<file path="config.mk">
export PLATFORM = sky130hd
export DESIGN_NAME = seg_scan_ctrl
export DESIGN_NICKNAME = d
export VERILOG_FILES = /design/src/rtl/seg_scan_ctrl.sv
export SDC_FILE = /design/constraint.sdc
export NUM_CORES = 1
export LEC_CHECK = 0
export CAP_MARGIN = 40
export CORE_MARGIN = 1
export CORE_UTILIZATION = 30
export CTS_CLUSTER_DIAMETER = 80
export DETAILED_ROUTE_END_ITERATION = 10
export GPL_TIMING_DRIVEN = 0
export PLACE_DENSITY = 0.45
export SYNTH_ARGS = -nofsm -noshare
export SYNTH_HDL_FRONTEND = slang
export SYNTH_SLANG_ARGS = --single-unit
</file>
<file path="constraint.sdc">
create_clock -name clk -period 2.05 [get_ports clk]
set_clock_uncertainty 0.15 [all_clocks]
set_input_delay 0.3075 -clock clk [delete_from_list [all_inputs] [get_ports clk]]
set_output_delay 0.3075 -clock clk [all_outputs]
set_load 0.005 [all_outputs]
</file>
<file path="src/rtl/seg_scan_ctrl.sv">
`default_nettype none
// +--------------------------------------------------------------------------+
// | Module   : seg_scan_ctrl                                                 |
// | Brief    : Multiplexed BCD 7-segment scan controller with frame-aligned  |
// |            commit of written digit values. Define SEG_LZ_BLANK_EN to     |
// |            enable leading-zero blanking.                                 |
// | Revision : 1.0 - initial release                                         |
// +--------------------------------------------------------------------------+
module seg_scan_ctrl #(
  parameter int NUM_DIGITS   = 4,
  parameter int PRESCALE     = 1000,
  parameter int BLANK_CYCLES = 16
) (
  input  logic                          clk,
  input  logic                          rst_n,
  input  logic                          ena,
  input  logic                          wr_valid,
  output logic                          wr_ready,
  input  logic [$clog2(NUM_DIGITS)-1:0] wr_addr,
  input  logic [3:0]                    wr_data,
  output logic [6:0]                    seg,
  output logic [NUM_DIGITS-1:0]         dig_en,
  output logic                          frame_tick
);

  localparam int c_addr_w = $clog2(NUM_DIGITS);
  localparam int c_cnt_w  = $clog2(PRESCALE);
  localparam logic [c_cnt_w-1:0]    c_cnt_max = c_cnt_w'(PRESCALE - 1);
  localparam logic [c_cnt_w-1:0]    c_blank   = c_cnt_w'(BLANK_CYCLES);
  localparam logic [c_addr_w-1:0]   c_idx_max = c_addr_w'(NUM_DIGITS - 1);
  localparam logic [NUM_DIGITS-1:0] c_one     = {{(NUM_DIGITS-1){1'b0}}, 1'b1};

  typedef enum logic [1:0] {
    ST_IDLE  = 2'd0,
    ST_BLANK = 2'd1,
    ST_SHOW  = 2'd2
  } state_t;

  state_t                      r_state, w_state_nxt;
  logic [c_cnt_w-1:0]          r_cnt, w_cnt_nxt;
  logic [c_addr_w-1:0]         r_idx, w_idx_nxt;
  logic [NUM_DIGITS-1:0][3:0]  r_shadow, r_disp;
  logic                        r_dirty;
  logic [6:0]                  r_seg, w_seg;
  logic [NUM_DIGITS-1:0]       r_dig_en;
  logic                        r_frame_tick;
  logic                        w_frame_end, w_commit, w_wr_hit;

  function automatic logic [6:0] f_decode(input logic [3:0] v);
    case (v)
      4'd0:    f_decode = 7'h7E;
      4'd1:    f_decode = 7'h30;
      4'd2:    f_decode = 7'h6D;
      4'd3:    f_decode = 7'h79;
      4'd4:    f_decode = 7'h33;
      4'd5:    f_decode = 7'h5B;
      4'd6:    f_decode = 7'h5F;
      4'd7:    f_decode = 7'h70;
      4'd8:    f_decode = 7'h7F;
      4'd9:    f_decode = 7'h7B;
      default: f_decode = 7'h00;
    endcase
  endfunction

  always_ff @(posedge clk or negedge rst_n) begin
    if (!rst_n) begin
      r_state <= ST_IDLE;
      r_cnt   <= '0;
      r_idx   <= '0;
    end else begin
      r_state <= w_state_nxt;
      r_cnt   <= w_cnt_nxt;
      r_idx   <= w_idx_nxt;
    end
  end

  always_comb begin
    w_state_nxt = r_state;
    w_cnt_nxt   = r_cnt;
    w_idx_nxt   = r_idx;
    if (!ena || r_state == ST_IDLE) begin
      // Scan always (re)starts from digit 0 at the top of a blank slot.
      w_state_nxt = ena ? ST_BLANK : ST_IDLE;
      w_cnt_nxt   = '0;
      w_idx_nxt   = '0;
    end else begin
      if (r_cnt == c_cnt_max) begin
        w_cnt_nxt = '0;
        w_idx_nxt = (r_idx == c_idx_max) ? '0 : r_idx + 1'b1;
      end else begin
        w_cnt_nxt = r_cnt + 1'b1;
      end
      w_state_nxt = (w_cnt_nxt < c_blank) ? ST_BLANK : ST_SHOW;
    end
  end

  assign w_frame_end = (r_state != ST_IDLE) && (r_cnt == c_cnt_max) && (r_idx == c_idx_max);
  assign w_commit    = r_dirty && ((r_state == ST_IDLE) || w_frame_end);
  assign wr_ready    = ~w_commit;
  assign w_wr_hit    = wr_valid && wr_ready && (int'(wr_addr) < NUM_DIGITS);

  // Writes land in the shadow bank; the display bank only changes on commit.
  always_ff @(posedge clk or negedge rst_n) begin
    if (!rst_n) begin
      r_shadow <= '1;
      r_disp   <= '1;
      r_dirty  <= 1'b0;
    end else if (w_commit) begin
      r_disp  <= r_shadow;
      r_dirty <= 1'b0;
    end else if (w_wr_hit) begin
      r_shadow[wr_addr] <= wr_data;
      r_dirty           <= 1'b1;
    end
  end

`ifdef SEG_LZ_BLANK_EN
  logic [NUM_DIGITS-1:0] w_zero, w_lz;

  for (genvar i = 0; i < NUM_DIGITS; i++) begin : g_zero
    assign w_zero[i] = (r_disp[i] == 4'd0);
  end

  // A digit is suppressed when it and every more significant digit is zero.
  assign w_lz[0] = 1'b0;
  for (genvar i = 1; i < NUM_DIGITS; i++) begin : g_lz
    assign w_lz[i] = &w_zero[NUM_DIGITS-1:i];
  end

  assign w_seg = w_lz[r_idx] ? 7'h00 : f_decode(r_disp[r_idx]);
`else
  assign w_seg = f_decode(r_disp[r_idx]);
`endif

  always_ff @(posedge clk or negedge rst_n) begin
    if (!rst_n) begin
      r_seg        <= '0;
      r_dig_en     <= '0;
      r_frame_tick <= 1'b0;
    end else begin
      if (ena && r_state == ST_SHOW) begin
        r_seg    <= w_seg;
        r_dig_en <= c_one << r_idx;
      end else begin
        r_seg    <= '0;
        r_dig_en <= '0;
      end
      r_frame_tick <= ena && w_frame_end;
    end
  end

  assign seg        = r_seg;
  assign dig_en     = r_dig_en;
  assign frame_tick = r_frame_tick;

endmodule
`default_nettype wire

</file>
Word-level counts from Yosys, hierarchy flattened
Memory sizes are Yosys's and may differ from the RTL's.
Index checks and enable logic that the tools add are counted.
{"block": "word_totals", "reg_bits": 59, "romBits": 112, "input_bits": 10, "out_inout_bits": 13, "word_cells": 60, "memories": 1}
{"name": "(name not given)", "words": 16, "width": 7, "rd": 1, "rd_clocked_by_memory_dff": 0, "wr": 0, "line_no": "50", "text": "case (v)"}
{"block": "op_classes", "add_sub_neg": 2, "magnitude_cmp": 4, "eq_ne": 3, "shifts": 1, "n_mux": 18, "bitwise": 1, "reduce_logical": 15}
{"operator": "10-bit 2-to-1 mux", "count": 3}
{"operator": "16-bit bitwise mux", "count": 1}
{"operator": "4-bit 2-to-1 mux", "count": 3}
{"operator": "10-bit by 1-bit adder with 10-bit output (second input constant)", "count": 1}
{"operator": "10-bit equality test (second input constant)", "count": 1}
{"operator": "10-bit by 5-bit < comparator with 1-bit output (second input constant)", "count": 1}
{"operator": "2-bit 2-to-1 mux", "count": 5}
{"operator": "4-bit binary-select mux with 2-bit select", "count": 1}
{"operator": "4-bit demux with 2-bit select", "count": 1}
{"operator": "1-bit logical AND", "count": 7}
{"operator": "7-bit 2-to-1 mux", "count": 1}
{"operator": "2-bit by 3-bit < comparator with 1-bit output (second input constant)", "count": 2}
{"operator": "2-bit nonzero test", "count": 3}
{"operator": "2-bit equality test (second input constant)", "count": 2}
{"operator": "1-bit by 2-bit << shifter with 4-bit output (first input constant)", "count": 1}
{"operator": "1-bit 2-to-1 mux", "count": 3}
{"operator": "2-bit by 1-bit adder with 2-bit output (second input constant)", "count": 1}
{"operator": "2-bit by 1-bit greater-or-equal comparator with 1-bit output (second input constant)", "count": 1}
{"operator": "2-bit zero test", "count": 1}
{"operator": "1-bit logical OR", "count": 2}
{"operator": "2-bit AND reduction", "count": 1}
{"operator": "1-bit zero test", "count": 1}
{"operator": "1-bit NOT", "count": 1}

Depth between registers and ports, before layout
Gate-level depths: netlist of the first run.
{"block": "logic_depth", "ltp_word": 9, "ltp_mapped": 8, "ltp_nobuf": 7}

Worst setup path before layout of the first run
OpenSTA, ideal clock, no wires.
{"block": "synth_timing", "path_kind": "flip-flop to flip-flop", "start": "register r_cnt[0]", "end": "register r_shadow[0] (netlist bit)", "arrival_ps": 1998, "path_slack_ps": -180, "path_stages_with_launch": 7, "path_buffers": 0, "period_less_slack_ps": 2230, "path_cell_list": "dfrtp_1 ha_1 nand2_1 nor4_4 a31o_4 or4b_4 mux2_4"}
{"block": "synth_between", "elab_chain_len": 8}
{"item": "start, declared", "line_no": "40", "text": "logic [c_cnt_w-1:0] r_cnt, w_cnt_nxt;"}
{"item": "start signal, assigned", "line_no": "72", "text": "r_cnt <= w_cnt_nxt;"}
{"item": "10-bit equality test *", "line_no": "97", "text": "assign w_frame_end = (r_state != ST_IDLE) && (r_cnt == c_cnt_max) && (r_idx == c_idx_max);"}
{"item": "1-bit logical AND * (2 in a row)", "line_no": "97"}
{"item": "1-bit logical OR *", "line_no": "98", "text": "assign w_commit = r_dirty && ((r_state == ST_IDLE) || w_frame_end);"}
{"item": "1-bit logical AND *", "line_no": "98"}
{"item": "1-bit NOT (no line) *"}
{"item": "1-bit logical AND", "line_no": "100", "text": "assign w_wr_hit = wr_valid && wr_ready && (int'(wr_addr) < NUM_DIGITS);"}
{"item": "2-bit AND reduction (no line) *"}
{"item": "end signal, assigned by index", "line_no": "112", "text": "r_shadow[wr_addr] <= wr_data;"}
{"item": "end, declared", "line_no": "42", "text": "logic [NUM_DIGITS-1:0][3:0] r_shadow, r_disp;"}
Every way passes the cells marked *; elsewhere a longest branch is shown, timed or not.
A chain may end at the register's enable or synchronous reset.

Worst setup path after layout of the first run
{"block": "layout_timing", "start": "register r_cnt[3]", "end": "output wr_ready"}
{"block": "layout_between", "elab_chain_len": 6}
{"item": "10-bit equality test", "line_no": "97"}
{"item": "1-bit logical AND (2 in a row)", "line_no": "97"}
{"item": "1-bit logical OR", "line_no": "98"}
{"item": "1-bit logical AND", "line_no": "98"}
{"item": "1-bit NOT (no line)"}
{"item": "end, declared", "line_no": "18", "text": "output logic wr_ready,"}
Every way passes these cells.

==> flow_summary.ini, run 1 <==
[synth]
synth_top_family_by_area = multiplexers
synth-edff-count = 0
synth_seq_area_share = 0.5440
post_synth_and_or_nand_nor_area_fraction = 0.1373
mappedNetlistArea_um2 = 2788
synth.net_count = 231
synth_area_per_cell_um2 = 13.21
ys_ff_latch = 59
async_set_or_reset_flop_fraction_in_the_synthesized_netlist = 1.000
synth_compound_gate_area_share = 0.04623
synth_mux_area_frac = 0.1741
ys_dominant_reg_cell = dfstp_2
synth_fa_ha_area_frac = 0.04488
number_of_cells_produced_by_synthesis = 211
synth_xor_area_frac = 0.02513
yosys_warnings = 0
synth_cell_types = 42

[sta]
timing.final.crit_share = 1.089
max_slew.worst_pin.slew_ps = 704.3
post-route-worst-setup-slack_ps = -181.8
slew_violations = 0
tns_ps = -1351
timing.fmax_mhz = 448.1
max_slew_margin = 0.5305
hold_viol = 0
setup_viol = 17
setup_repair_after_global_routing_missed_its_margin = yes
period_minus_slack_ps = 2232

[die]
number_of_top_level_pins = 23
die_outline_area_um2 = 9682
dieHeight_um = 98.40
std_cell_rows = 34
initial_core_util = 0.3150
core_area_um2 = 8848
die_width_um = 98.40

[worst_setup_path]
cp.buffers_inverters = 4
path_delay_family = simple AND/OR/NAND/NOR gates
critical-path-slowest-cell = dfrtp_1
crit_path_frequent_cell = buf_12
startpoint_kind_of_the_worst_setup_timing_path = register
timing.critical_path.required_ps = 1590
timing.critical_path.to_type = primary output
start_point_of_the_critical_path = r_cnt[3]
critical_path.cell_chain = nand2b_2, nor4_4, a31o_4, buf_12, buf_12, inv_2, buf_6
critPathMaxFanout = 4
timing.critical_path.arrival_ps = 1770
critPathMaxStageDelay_ps = 410
rr_startpoint = r_cnt[0]
critical_path_class = register to primary output

[global_routing]
grt.overflow.total = 0
number_of_global_route_vias_before_repair = 1800
pin_count_of_the_biggest_net_entering_global_routing = 31
grt_pass1_wl_mm = 9.604
grtUsageTotal = 0.1338
antenna_found_initial = 0

[place]
hpwlAfterDp_mm = 3.595
gp_congestion = 0.6853
io_buffer_count = 22
place_worst_setup_slack_ps = -625.8
post-place-cells = 342

[run_status]
outcome = finished, violations left
failed_checks = negative setup slack

[detailed_routing]
ant_nets = 0
dr_total_vias = 1779
detail_route.wl_per_cell_um = 14.92
drc = 0
detail_route.first_pass.iterations = 6
dr_vias_cell = 4.621
final_routed_wirelength_mm = 5.743
drt_first_iter_violations = 41

[cts]
cts-root-buf = clkbuf_8
cts-root-to-sink-buffers = 2
clock_sinks = 59
cts-buffers-inserted = 9
tritoncts = built
clk_transition_reported_paths_ps = 80
h_tree_depth = 3
clock_insertion_delay_worst_skew_ps = 340

[min_path]
path_class_of_the_lowest_slack_min_delay_path = input pin to async pin

[final_layout]
number_of_antenna_repair_diodes = 0
finish.cell_count_without_fillers = 385
layout-area-overhead-vs-synth_pct = 35.28
drive_gt1_frac = 0.5199
final_common_cell = dfstp_2
mostFrequentLayoutCells = dfstp_2, nor2_1, dfrtp_1
num-fill-cells = 847
register_area_um2 = 1519
multiInputGateArea_um2 = 1320
nNetsFinal = 292

[pwr]
p_per_area_nw_per_um2 = 1000
static-leakage-power_nw = 1.627
ir_worst_vdd_mv = 0.3996

[flow_run]
drv.max_cap_violation_count = 0
-- cell usage after synthesis (all sizes together), types with 5 or more instances --
master / count / area (µm²)
a21oi: 5 / 25.02
and2: 8 / 50.05
and3: 5 / 32.53
dfrtp: 27 / 675.7
dfstp: 32 / 840.8
ha: 10 / 125.1
inv: 7 / 26.28
mux2: 32 / 375.4
nand2: 7 / 26.28
nor2: 25 / 93.84
xnor2: 5 / 43.79
-- per-layer routing --
layer  wire (µm)  track usage  vias to the layer above
li1            -            -                      859
met1        2802       0.1782                      879
met2        2649       0.1977                       27
met3         145      0.03722                       14
met4         145      0.07118                        0
met5           0            0                        -
-- cell families (layout without fill, tap and decap cells) --
group / after synthesis / after routing
AO/OA/AOI/OAI: 18 / 18
XOR/XNOR: 8 / 8
adder cells (fa/ha/maj): 10 / 10
buffers and inverters: 14 / 80
flip-flops: 59 / 59
multiplexers: 38 / 38
AND/OR/NAND/NOR: 64 / 64
-- flip-flops by register name, indices dropped and copies added, names as in the netlist --
name,flops
r_disp,16
r_shadow,16
r_cnt,10
seg,7
dig_en,4
r_idx,2
r_state,2
frame_tick,1
r_dirty,1
-- power by group --
group / internal [mW] / total, mW / leakage (nW) / switching, mW
clock network: 0.703 / 1.18 / 0.115 / 0.475
registers: 1.54 / 1.66 / 0.703 / 0.117
logic: 0.537 / 0.933 / 0.809 / 0.396
-- through the flow --
stage               power (mW)    util  hold WS (ps)  cell area, µm²
detailed placement       2.365  0.3594         263.4            3181
global placement         2.351  0.3577         389.3            3166
global route             3.988  0.4262         456.2            3771
finish                   3.771  0.4262         400.1            3771
CTS                      3.674  0.4096         415.1            3625
floorplan                2.170       -        -138.1            2810
-- worst paths after layout --
path / end / slack, ps / cells after the start
worst max-delay path: wr_ready / -180 / 7
worst min-delay path: seg[3] / 400 / 2
worst max register to register: r_shadow[1] / -180 / 7
worst min register to register: r_dirty / 410 / 2
max in group asynchronous: r_disp[7] / 670 / 3
min in group clk: r_dirty / 410 / 2
-- layout make-up --
class,count,area share
plain buffers,4,0.01493
clock buffers,13,0.04778
repair buffers,53,0.1301
well taps,108,0.03583
multi-input cells,138,0.3500
clock inverters,3,0.01161
flip-flops and latches,59,0.4028
inverters,7,0.006967
-- what timing repair did --
action | CTS | global route
setup endpoints to repair | 48 | 48
gates resized for setup | 26 | 22
pin swaps | 7 | 9
hold buffers | 1 | 0
buffers inserted | 19 | 10
cloned | 0 | 0
hold endpoints to repair | 17 | 0
(Power assumes the default switching activity.)
==> inputs of run 2 (changes only) <==
--- a/config.mk
+++ b/config.mk
@@ -11,7 +11,6 @@
 export CTS_CLUSTER_DIAMETER = 80
 export DETAILED_ROUTE_END_ITERATION = 10
 export GPL_TIMING_DRIVEN = 0
-export PLACE_DENSITY = 0.45
 export SYNTH_ARGS = -nofsm -noshare
 export SYNTH_HDL_FRONTEND = slang
 export SYNTH_SLANG_ARGS = --single-unit
==> flow_summary.ini, run 2 (same netlist as run 1, synthesis figures left out) <==
[run_status]
outcome = finished, violations left
failed_checks = negative setup slack

[cts]
h_tree_depth = 3
clock_insertion_delay_worst_skew_ps = 340
clock_sinks = 59
cts-root-buf = clkbuf_8
clk_transition_reported_paths_ps = 70
cts-buffers-inserted = 9
tritoncts = built
cts-root-to-sink-buffers = 2

[final_layout]
final_area_um2 = 3720
finish.cell_count_without_fillers = 387
final_common_cell = dfstp_2
number_of_antenna_repair_diodes = 0
layout-area-overhead-vs-synth_pct = 33.44
nNetsFinal = 294
mostFrequentLayoutCells = dfstp_2, buf_4, nor2_1, mux2_2, dfrtp_1
top_regs = r_disp (16), r_shadow (16), r_cnt (10)
drive_gt1_frac = 0.5125

[detailed_routing]
drc = 0
detail_route.wl_per_cell_um = 13.97
ant_nets = 0
final_routed_wirelength_mm = 5.405
dr_total_vias = 1772
detail_route.first_pass.iterations = 6
dr_vias_cell = 4.579
drt_first_iter_violations = 43

[die]
core_area_um2 = 8848
die_width_um = 98.40
initial_core_util = 0.3150
die_outline_area_um2 = 9682
number_of_top_level_pins = 23
std_cell_rows = 34
dieHeight_um = 98.40

[sta]
timing.fmax_mhz = 444.8
hold_viol = 0
setup_repair_after_global_routing_missed_its_margin = yes
setup_viol = 13
post-route-worst-setup-slack_ps = -198.0
max_slew.worst_pin.slew_ps = 671.3
fin_hold_ws_ps = 315.7
timing.final.crit_share = 1.097
max_slew_margin = 0.5477
slew_violations = 0
tns_ps = -1442
period_minus_slack_ps = 2248

[place]
hpwlAfterDp_mm = 3.407
io_buffer_count = 22
post-place-cells = 342
gp_congestion = 0.7409
detailed_place.area_um2 = 3181

[worst_setup_path]
timing.critical_path.to_type = register
critical_path_class = register to register
timing.critical_path.arrival_ps = 2360
critPathMaxFanout = 4
startpoint_kind_of_the_worst_setup_timing_path = register
start_point_of_the_critical_path = r_cnt[0]
timing.critical_path.required_ps = 2160
rr_startpoint = r_cnt[0]

[pwr]
netSwitchingPower_uw = 957.4
cell_internal_pwr_mw = 2.701
logic_pwr_share = 0.244
p_per_area_nw_per_um2 = 983.5
share_seq_of_total_power = 0.452
clkPwrFrac = 0.304
static-leakage-power_nw = 1.616
ir_worst_vdd_mv = 0.2909
netSwitchingFraction = 0.2617
fin_total_pwr_mw = 3.658

[global_routing]
grt_pass1_wl_mm = 8.749
number_of_global_route_vias_before_repair = 1716
grtUsageTotal = 0.1202
grt.overflow.total = 0
antenna_found_initial = 0
pin_count_of_the_biggest_net_entering_global_routing = 39

[min_path]
path_class_of_the_lowest_slack_min_delay_path = input pin to async pin

[flow_run]
drv.max_cap_violation_count = 0
run 2: final timing paths:
check | depth (start not counted) | to | slack (ps)
setup / recovery | 7 | r_shadow[3] | -200
hold / removal | 2 | r_cnt[5] | 320
setup reg to reg | 7 | r_shadow[3] | -200
hold reg to reg | 2 | r_dirty | 400
max in group asynchronous | 3 | r_disp[3] | 790
min in group clk | 2 | r_dirty | 400
run 2: routing by layer:
metal,vias up,routed length [µm],global-route usage
met5,-,0,0
met4,0,120,0.07577
met3,10,104,0.01933
met2,28,2594,0.1815
met1,870,2586,0.1613
li1,864,-,-
run 2: final cells by class:
| cell class | instances | area (µm²) |
|---|---|---|
| fillers | 855 | 5129 |
| flip-flops and latches | 59 | 1519 |
| multi-input cells | 138 | 1280 |
| repair buffers | 55 | 494.2 |
| clock buffers | 11 | 152.6 |
| well taps | 108 | 135.1 |
| clock inverters | 5 | 58.81 |
| plain buffers | 4 | 51.30 |
| inverters | 7 | 28.78 |
run 2: repair_timing:
action	4_1_cts	5_1_grt
endpoints found under the setup margin	40	48
resized for setup	24	11
pin swaps	10	4
hold buffers	1	0
setup buffers	22	9
hold endpoints to repair	21	0
run 2: power by group through the flow:
| stage | Combinational (mW) | Sequential, mW | Clock, mW |
|---|---|---|---|
| 2_1_floorplan | 0.540 | 1.63 | 0 |
| 3_3_place_gp | 0.657 | 1.67 | 0 |
| 3_5_place_dp | 0.678 | 1.68 | 0 |
| 4_1_cts | 0.791 | 1.66 | 1.15 |
| 5_1_grt | 0.984 | 1.69 | 1.20 |
| 6_report | 0.892 | 1.65 | 1.11 |
run 2: worst max-delay path, stage by stage, from the launching register on:
cell and delay, ps:
dfrtp_1 410, ha_4 180, nand2_4 60, nor4_4 40, a31o_4 250, buf_4 160
or4b_4 580, mux2_4 320
run 2: through the flow:
step                      setup slack [ps]    util
after floorplan                     -43.80       -
after global routing                -268.3  0.4204
final                               -198.0  0.4204
after global placement               -1236  0.3577
after detailed placement            -602.2  0.3594
after CTS                           -231.5  0.4095
